**src/rtl/exp3_fluxo_dados_pkg.sv**
```systemverilog
// Shared constants for the Experiment 3 memory-check datapath.
package exp3_fluxo_dados_pkg;

  localparam int unsigned ADDR_W_DEF = 4;
  localparam int unsigned DATA_W_DEF = 4;
  localparam int unsigned ROM_DEPTH  = 16;

  // Last counter value for the default address width.
  localparam int unsigned FIM_CONTAGEM = (1 << ADDR_W_DEF) - 1;

  typedef logic [3:0] rom_word_t;

  // Reference sequence the player must reproduce, addresses 0..15.
  localparam rom_word_t ROM_INIT [ROM_DEPTH] = '{
    4'h1, 4'h2, 4'h4, 4'h8, 4'h4, 4'h2, 4'h1, 4'h1,
    4'h2, 4'h2, 4'h4, 4'h4, 4'h8, 4'h8, 4'h1, 4'h4
  };

  // Terminal count for an arbitrary counter width.
  function automatic logic [31:0] fim_contagem(input int unsigned w);
    return (32'd1 << w) - 32'd1;
  endfunction

endpackage

```
**src/rtl/exp3_rom_16x4.sv**
```systemverilog
// Combinational read-only reference memory, contents from the package.
module exp3_rom_16x4
  import exp3_fluxo_dados_pkg::*;
#(
  parameter int unsigned ADDR_W = ADDR_W_DEF,
  parameter int unsigned DATA_W = DATA_W_DEF
) (
  input  logic [ADDR_W-1:0] endereco,
  output logic [DATA_W-1:0] dado
);

  logic [3:0] idx;

  // Zero-latency lookup; the table has 16 entries regardless of ADDR_W.
  always_comb begin
    idx  = 4'(endereco);
    dado = DATA_W'(ROM_INIT[idx]);
  end

endmodule

```
**src/rtl/exp3_fluxo_dados.sv**
```systemverilog
// Datapath: address counter, reference ROM, switch register, comparator,
// switch synchronizer and play-made pulse detector.
module exp3_fluxo_dados
  import exp3_fluxo_dados_pkg::*;
#(
  parameter int unsigned ADDR_W = ADDR_W_DEF,
  parameter int unsigned DATA_W = DATA_W_DEF
) (
  input  logic              clock,
  input  logic              reset,
  input  logic              zeraC,
  input  logic              contaC,
  input  logic              zeraR,
  input  logic              registraR,
  input  logic [DATA_W-1:0] chaves,
  output logic              fimC,
  output logic              igual,
  output logic              jogada,
  output logic [ADDR_W-1:0] db_contagem,
  output logic [DATA_W-1:0] db_memoria,
  output logic [DATA_W-1:0] db_chaves
);

  localparam logic [ADDR_W-1:0] FIM_LOCAL = ADDR_W'(fim_contagem(ADDR_W));

  logic [ADDR_W-1:0] contagem_q, contagem_d;
  logic [DATA_W-1:0] registro_q, registro_d;
  logic [DATA_W-1:0] s1_q, s1_d;
  logic [DATA_W-1:0] s2_q, s2_d;
  logic [DATA_W-1:0] s2_dly_q, s2_dly_d;
  logic [DATA_W-1:0] memoria;

  exp3_rom_16x4 #(
    .ADDR_W(ADDR_W),
    .DATA_W(DATA_W)
  ) u_rom (
    .endereco(contagem_q),
    .dado    (memoria)
  );

  // Address counter next value: clear wins over increment, wraps naturally.
  always_comb begin
    contagem_d = contagem_q;
    if (zeraC)
      contagem_d = '0;
    else if (contaC)
      contagem_d = contagem_q + ADDR_W'(1);
  end

  // Switch register next value: loads the synchronized switches only.
  always_comb begin
    registro_d = registro_q;
    if (zeraR)
      registro_d = '0;
    else if (registraR)
      registro_d = s2_q;
  end

  // Synchronizer chain plus one extra stage for edge detection.
  always_comb begin
    s1_d     = chaves;
    s2_d     = s1_q;
    s2_dly_d = s2_q;
  end

  // State registers; reset also flushes in-flight synchronizer data.
  always_ff @(posedge clock) begin
    if (reset) begin
      contagem_q <= '0;
      registro_q <= '0;
      s1_q       <= '0;
      s2_q       <= '0;
      s2_dly_q   <= '0;
    end else begin
      contagem_q <= contagem_d;
      registro_q <= registro_d;
      s1_q       <= s1_d;
      s2_q       <= s2_d;
      s2_dly_q   <= s2_dly_d;
    end
  end

  // Outputs: comparator, terminal count and zero-to-nonzero play pulse.
  always_comb begin
    db_contagem = contagem_q;
    db_memoria  = memoria;
    db_chaves   = registro_q;
    fimC        = (contagem_q == FIM_LOCAL);
    igual       = (registro_q == memoria);
    jogada      = (s2_q != '0) && (s2_dly_q == '0);
  end

endmodule

```
**config.mk**
```make
export PLATFORM = sky130hd
export DESIGN_NAME = exp3_fluxo_dados
export DESIGN_NICKNAME = d
export VERILOG_FILES = /design/src/rtl/exp3_fluxo_dados_pkg.sv /design/src/rtl/exp3_rom_16x4.sv /design/src/rtl/exp3_fluxo_dados.sv
export SDC_FILE = /design/constraint.sdc
export NUM_CORES = 1
export LEC_CHECK = 0
export ABC_AREA = 1
export CORE_MARGIN = 3
export CORE_UTILIZATION = 30
export DETAILED_ROUTE_END_ITERATION = 7
export DONT_BUFFER_PORTS = 1
export GPL_ROUTABILITY_DRIVEN = 0
export HOLD_SLACK_MARGIN = 0.12
export PLACE_DENSITY = 0.52
export SLEW_MARGIN = 20
export SYNTH_ARGS = -nofsm -noshare
export SYNTH_HDL_FRONTEND = slang
export SYNTH_SLANG_ARGS = --single-unit
```
**constraint.sdc**
```tcl
create_clock -name clock -period 1.6 [get_ports clock]
set_input_delay 0.08 -clock clock [delete_from_list [all_inputs] [get_ports clock]]
set_output_delay 0.08 -clock clock [all_outputs]
set_load 0.005 [all_outputs]
```
Word-level counts from Yosys, hierarchy flattened
Memories as Yosys holds them, arrays and structs flattened.
Cells that the tools add are included.
{"block": "op_classes", "add_sub_neg": 1, "magnitude_cmp": 1, "n_eq_ne": 2, "muxes": 2, "bitwise_logic": 1, "n_reduce_logical": 5}
{"operator": "$mux W4", "count": 2}
{"operator": "$ge A5 B5 Y1 const B", "count": 1}
{"operator": "$not A4 Y5", "count": 1}
{"operator": "$add A4 B1 Y4 const B", "count": 1}
{"operator": "$eq A4 B4 Y1", "count": 1}
{"operator": "$eq A4 B4 Y1 const B", "count": 1}
{"operator": "$logic_not A4 Y1", "count": 1}
{"operator": "$reduce_bool A4 Y1", "count": 1}
{"operator": "$reduce_or A2 Y1", "count": 2}
{"operator": "$logic_and A1 B1 Y1", "count": 1}
{"block": "word_totals", "reg_bits": 20, "mem_bits_ro": 64, "in_bits": 10, "output_inout_bits": 15, "memories": 1}
{"memory": "(no name shown)", "words": 16, "word_bits": 4, "rd": 1, "rd_ports_with_merged_regs": 0, "write_ports": 0, "line_no": "exp3_rom_16x4.sv:17", "text": "dado = DATA_W'(ROM_INIT[idx]);"}

Logic depth before layout (Yosys ltp)
{"block": "depth", "word_depth": 5, "mapped_depth": 9, "ltp_nobuf": 9}

Cells and area by module
From an unflattened synthesis, not the netlist that was laid out.
{"block": "hier_totals", "hier_cells": 109, "hier_area_um2": 799.5}
{"module": "exp3_fluxo_dados", "n_inst": 1, "cells_per_inst": 90, "area_each_um2": 721.9, "seq_area_each_um2": 400.4}
{"module": "exp3_rom_16x4", "n_inst": 1, "cells_per_inst": 19, "area_each_um2": 77.6, "seq_area_each_um2": 0.0}

Worst setup path before layout
Ideal clock, no wire load.
{"block": "synth_timing", "kind": "register -> output", "startpoint": "reg contagem_q[1] (netlist: db_contagem[1])", "endpoint": "out igual", "t_arrival_ns": 1.211, "required_time_ns": 1.520, "path_slack_ns": 0.309, "path_stages_with_launch": 8, "cell_sequence": "dfxtp_1 -> inv_1 -> ha_1 -> or2_2 -> nand3_1 -> nand2_1 -> nand3_1 -> nor2_1"}
{"block": "synth_between", "elab_chain_len": 5}
{"item": "start, declared", "line_no": "exp3_fluxo_dados.sv:26", "text": "logic [ADDR_W-1:0] contagem_q, contagem_d;"}
{"item": "start signal, assigned", "line_no": "exp3_fluxo_dados.sv:75", "text": "contagem_q <= contagem_d;"}
{"item": "$not A4 Y5 (implied by the code)", "line_no": "exp3_rom_16x4.sv:17"}
{"item": "$mem_v2 Z16 W4"}
{"item": "$mux W4 (implied by the code) (2 in series)", "line_no": "exp3_rom_16x4.sv:17"}
{"item": "$eq A4 B4 Y1", "line_no": "exp3_fluxo_dados.sv:89", "text": "igual = (registro_q == memoria);"}
{"item": "end, declared", "line_no": "exp3_fluxo_dados.sv:17", "text": "output logic igual,"}
Every way passes these cells. The select of a mux whose other input is x is not followed.

Final worst setup path
{"block": "layout_timing", "startpoint": "reg contagem_q[1] (netlist: db_contagem[1])", "endpoint": "out igual"}
{"block": "layout_between", "elab_chain_len": 5}
{"item": "$not A4 Y5 (implied by the code)", "line_no": "exp3_rom_16x4.sv:17"}
{"item": "$mem_v2 Z16 W4"}
{"item": "$mux W4 (implied by the code) (2 in series)", "line_no": "exp3_rom_16x4.sv:17"}
{"item": "named net db_memoria[0]", "line_no": "exp3_fluxo_dados.sv:20", "text": "output logic [DATA_W-1:0] db_memoria,"}
{"item": "$eq A4 B4 Y1", "line_no": "exp3_fluxo_dados.sv:89"}
The timed path passes the listed nets, and every way through them passes these cells. The select of a mux whose other input is x is not followed.

==> qor.yml <==
status: "completed"
synth.distinct_cells: 16
leakage_nw: 0.514
worstSetupStartpointType: "flip-flop"
placed_area_um2: 937
drtIter0Drc: 56
ys_top_cells_by_area: "dfxtp_1, nor2_1, inv_1"
netlist_instances: 125
worst_slew_pin_slew_ns: 0.440
max_freq_mhz: 657
grt_max_degree: 15
fin_crit_ns: 1.52
crit_path_max_incr_delay_ns: 0.44
tritoncts: "yes"
drc: 0
syn_to_final_growth_pct: 37.4
start_util_pct: 32.3
cp_num_buf_inv: 1
grt_overflow: 0
vias_per_cell: 4.54
final_core_util_pct: 44.4
slowest_stage: "dfxtp_4"
stdcell_area_um2: 1240
die_w_um: 61.0
syn_area_um2: 906
clkSlewWorstSetupHoldPaths_ns: 0.11
final.period_utilization_pct: 95.2
die_h_um: 61.0
setup_tns_ns: 0
worst_path_dominant_cell_family: "simple AND/OR/NAND/NOR gates"
worstPathCellList: "inv_6 > ha_4 > nand2_2 > nand2_2 > nand2_2 > nand2_2 > nand2_2 > nand3_2 > nor2_2"
portBuffers: 0
cts_root_buf: "clkbuf_4"
syn_nets: 141
min_path_type: "flip-flop to flip-flop"
nNetsFinal: 155
num_rows: 19
ys_ff_latch: 20
yosysTopAreaCell: "dfxtp_1"
layout_commonest_cell: "nor2_1"
finalSetupViolations: 0
htreeDepth: 1
fin_worst_skew_ns: 0.00593
drt-total-wl_um: 1850
synth.avg_cell_area_um2: 7.25
cts_buffer_depth: 2
num_vias: 768
dieArea_um2: 3710
grt_util_all_layers_pct: 10.4
yosysSeqAreaShare_pct: 44.2
final_hold_viol_count: 0
numCtsBuffers: 3
ios: 25
firstDrtPassIters: 4
final_antenna_net_count: 0
drive_gt1_share_pct: 30.4
required_ns: 1.52
cp.arrival_ns: 1.44
cpMostUsedCell: "nand2_2"
peakVddDrop_mv: 0.460
cp-end-kind: "output port"
cts_num_sinks: 20
slew_headroom_pct: 70.6
grt_pass1_vias: 701
powerDensity_nw_per_um2: 833
whs_ns: 0.403
wl_per_cell_um: 10.9
yosys.area.top_type_share_pct: 44.2
worstPathMaxFanout: 6
ys_warn_count: 0
crit_type: "flip-flop to output port"
dpl.hpwl_um: 1340
cap_violations: 0
slew_violations: 0
core_area_um2: 2810
grt_pass1_wl_um: 2870
grt_antenna_before_repair: 0
insertion_delay_ns: 0.29
final_cell_mix: "nor2_1, inv_1, dfxtp_1, nand2_1, nand2_2"
rsz0062_at_grt: "yes"
n_antenna_cell: 0
## kinds of logic after synthesis
kind of cell	share of synthesized area (%)
compound gates	6.49
fa+ha+maj	8.29
buf+inv	10.4
flops	44.2
simple gates	30.7
## sequential cells by signal, summed over array words and instances, names as in the netlist
name	flops
db_chaves	4
s2_dly_d	4
db_contagem	4
s1_q	4
s2_dly_q	4
## worst register-to-register path: cells and delay by family, from the launching register on
kind | cells | cell delay (ns)
compound gates | 1 | 0.15
fa+ha+maj | 1 | 0.23
buf+inv | 1 | 0.06
flops | 1 | 0.42
simple gates | 1 | 0.05
## through the flow
| step | cells | setup slack [ns] | total power, mW |
|---|---|---|---|
| after floorplan | 125 | 0.309 | 0.598 |
| after global placement | 154 | 0.159 | 0.605 |
| after detailed placement | 154 | 0.145 | 0.606 |
| after CTS | 167 | 0.0167 | 1.04 |
| after global routing | 169 | -0.0243 | 1.09 |
| final | 169 | 0.0775 | 1.04 |
## area by class of cell
| class | count | area, um2 |
|---|---|---|
| Timing Repair Buffer | 11 | 105 |
| Inverter | 23 | 96.3 |
| Fill cell | 283 | 1560 |
| Clock buffer | 3 | 22.5 |
| Clock inverter | 1 | 30.0 |
| Sequential cell | 20 | 413 |
| Tap cell | 31 | 38.8 |
| Multi-Input combinational cell | 80 | 539 |
## repair_timing
action                                 CTS  global route
pin swaps                                1            10
hold buffers                             9             0
setup endpoints to repair                1             1
endpoints found under the hold margin   20             0
buffers inserted                         0             2
gates resized for setup                 17            27
## synthesized netlist by cell type
master / instances
inv_2: 2
inv_1: 21
nor3_1: 3
clkbuf_1: 2
dfxtp_1: 20
ha_1: 6
a211oi_1: 4
nand3_1: 11
a21oi_1: 2
nand2_2: 3
o21ai_0: 2
a41oi_1: 1
or2_2: 2
nand3b_1: 1
nand2_1: 19
nor2_1: 26
## power breakdown
part / leakage [nW] / switching [mW] / internal (mW) / total (mW)
clock network: 0.0279 / 0.146 / 0.253 / 0.399
logic: 0.320 / 0.0594 / 0.0509 / 0.110
registers: 0.167 / 0.0150 / 0.513 / 0.528
total: 0.514 / 0.221 / 0.817 / 1.04
## path summary, 6_finish.rpt
kind	startpoint	to	slack, ns	cells past startpoint
hold reg to reg	s1_q[0]	s2_dly_d[0]	0.40	2
setup reg to reg	db_contagem[0]	db_contagem[1]	0.59	4
hold / removal	s1_q[0]	s2_dly_d[0]	0.40	2
setup / recovery	db_contagem[1]	igual	0.08	9
## per-layer routing
layer	vias up	global-route usage [%]	part of all wire, %
li1	412	-	-
met1	331	12.4	45
met2	23	16.3	47
met3	2	2.55	6.6
met4	0	7.43	0.92
met5	-	0	0
(Power assumes the default switching activity.)
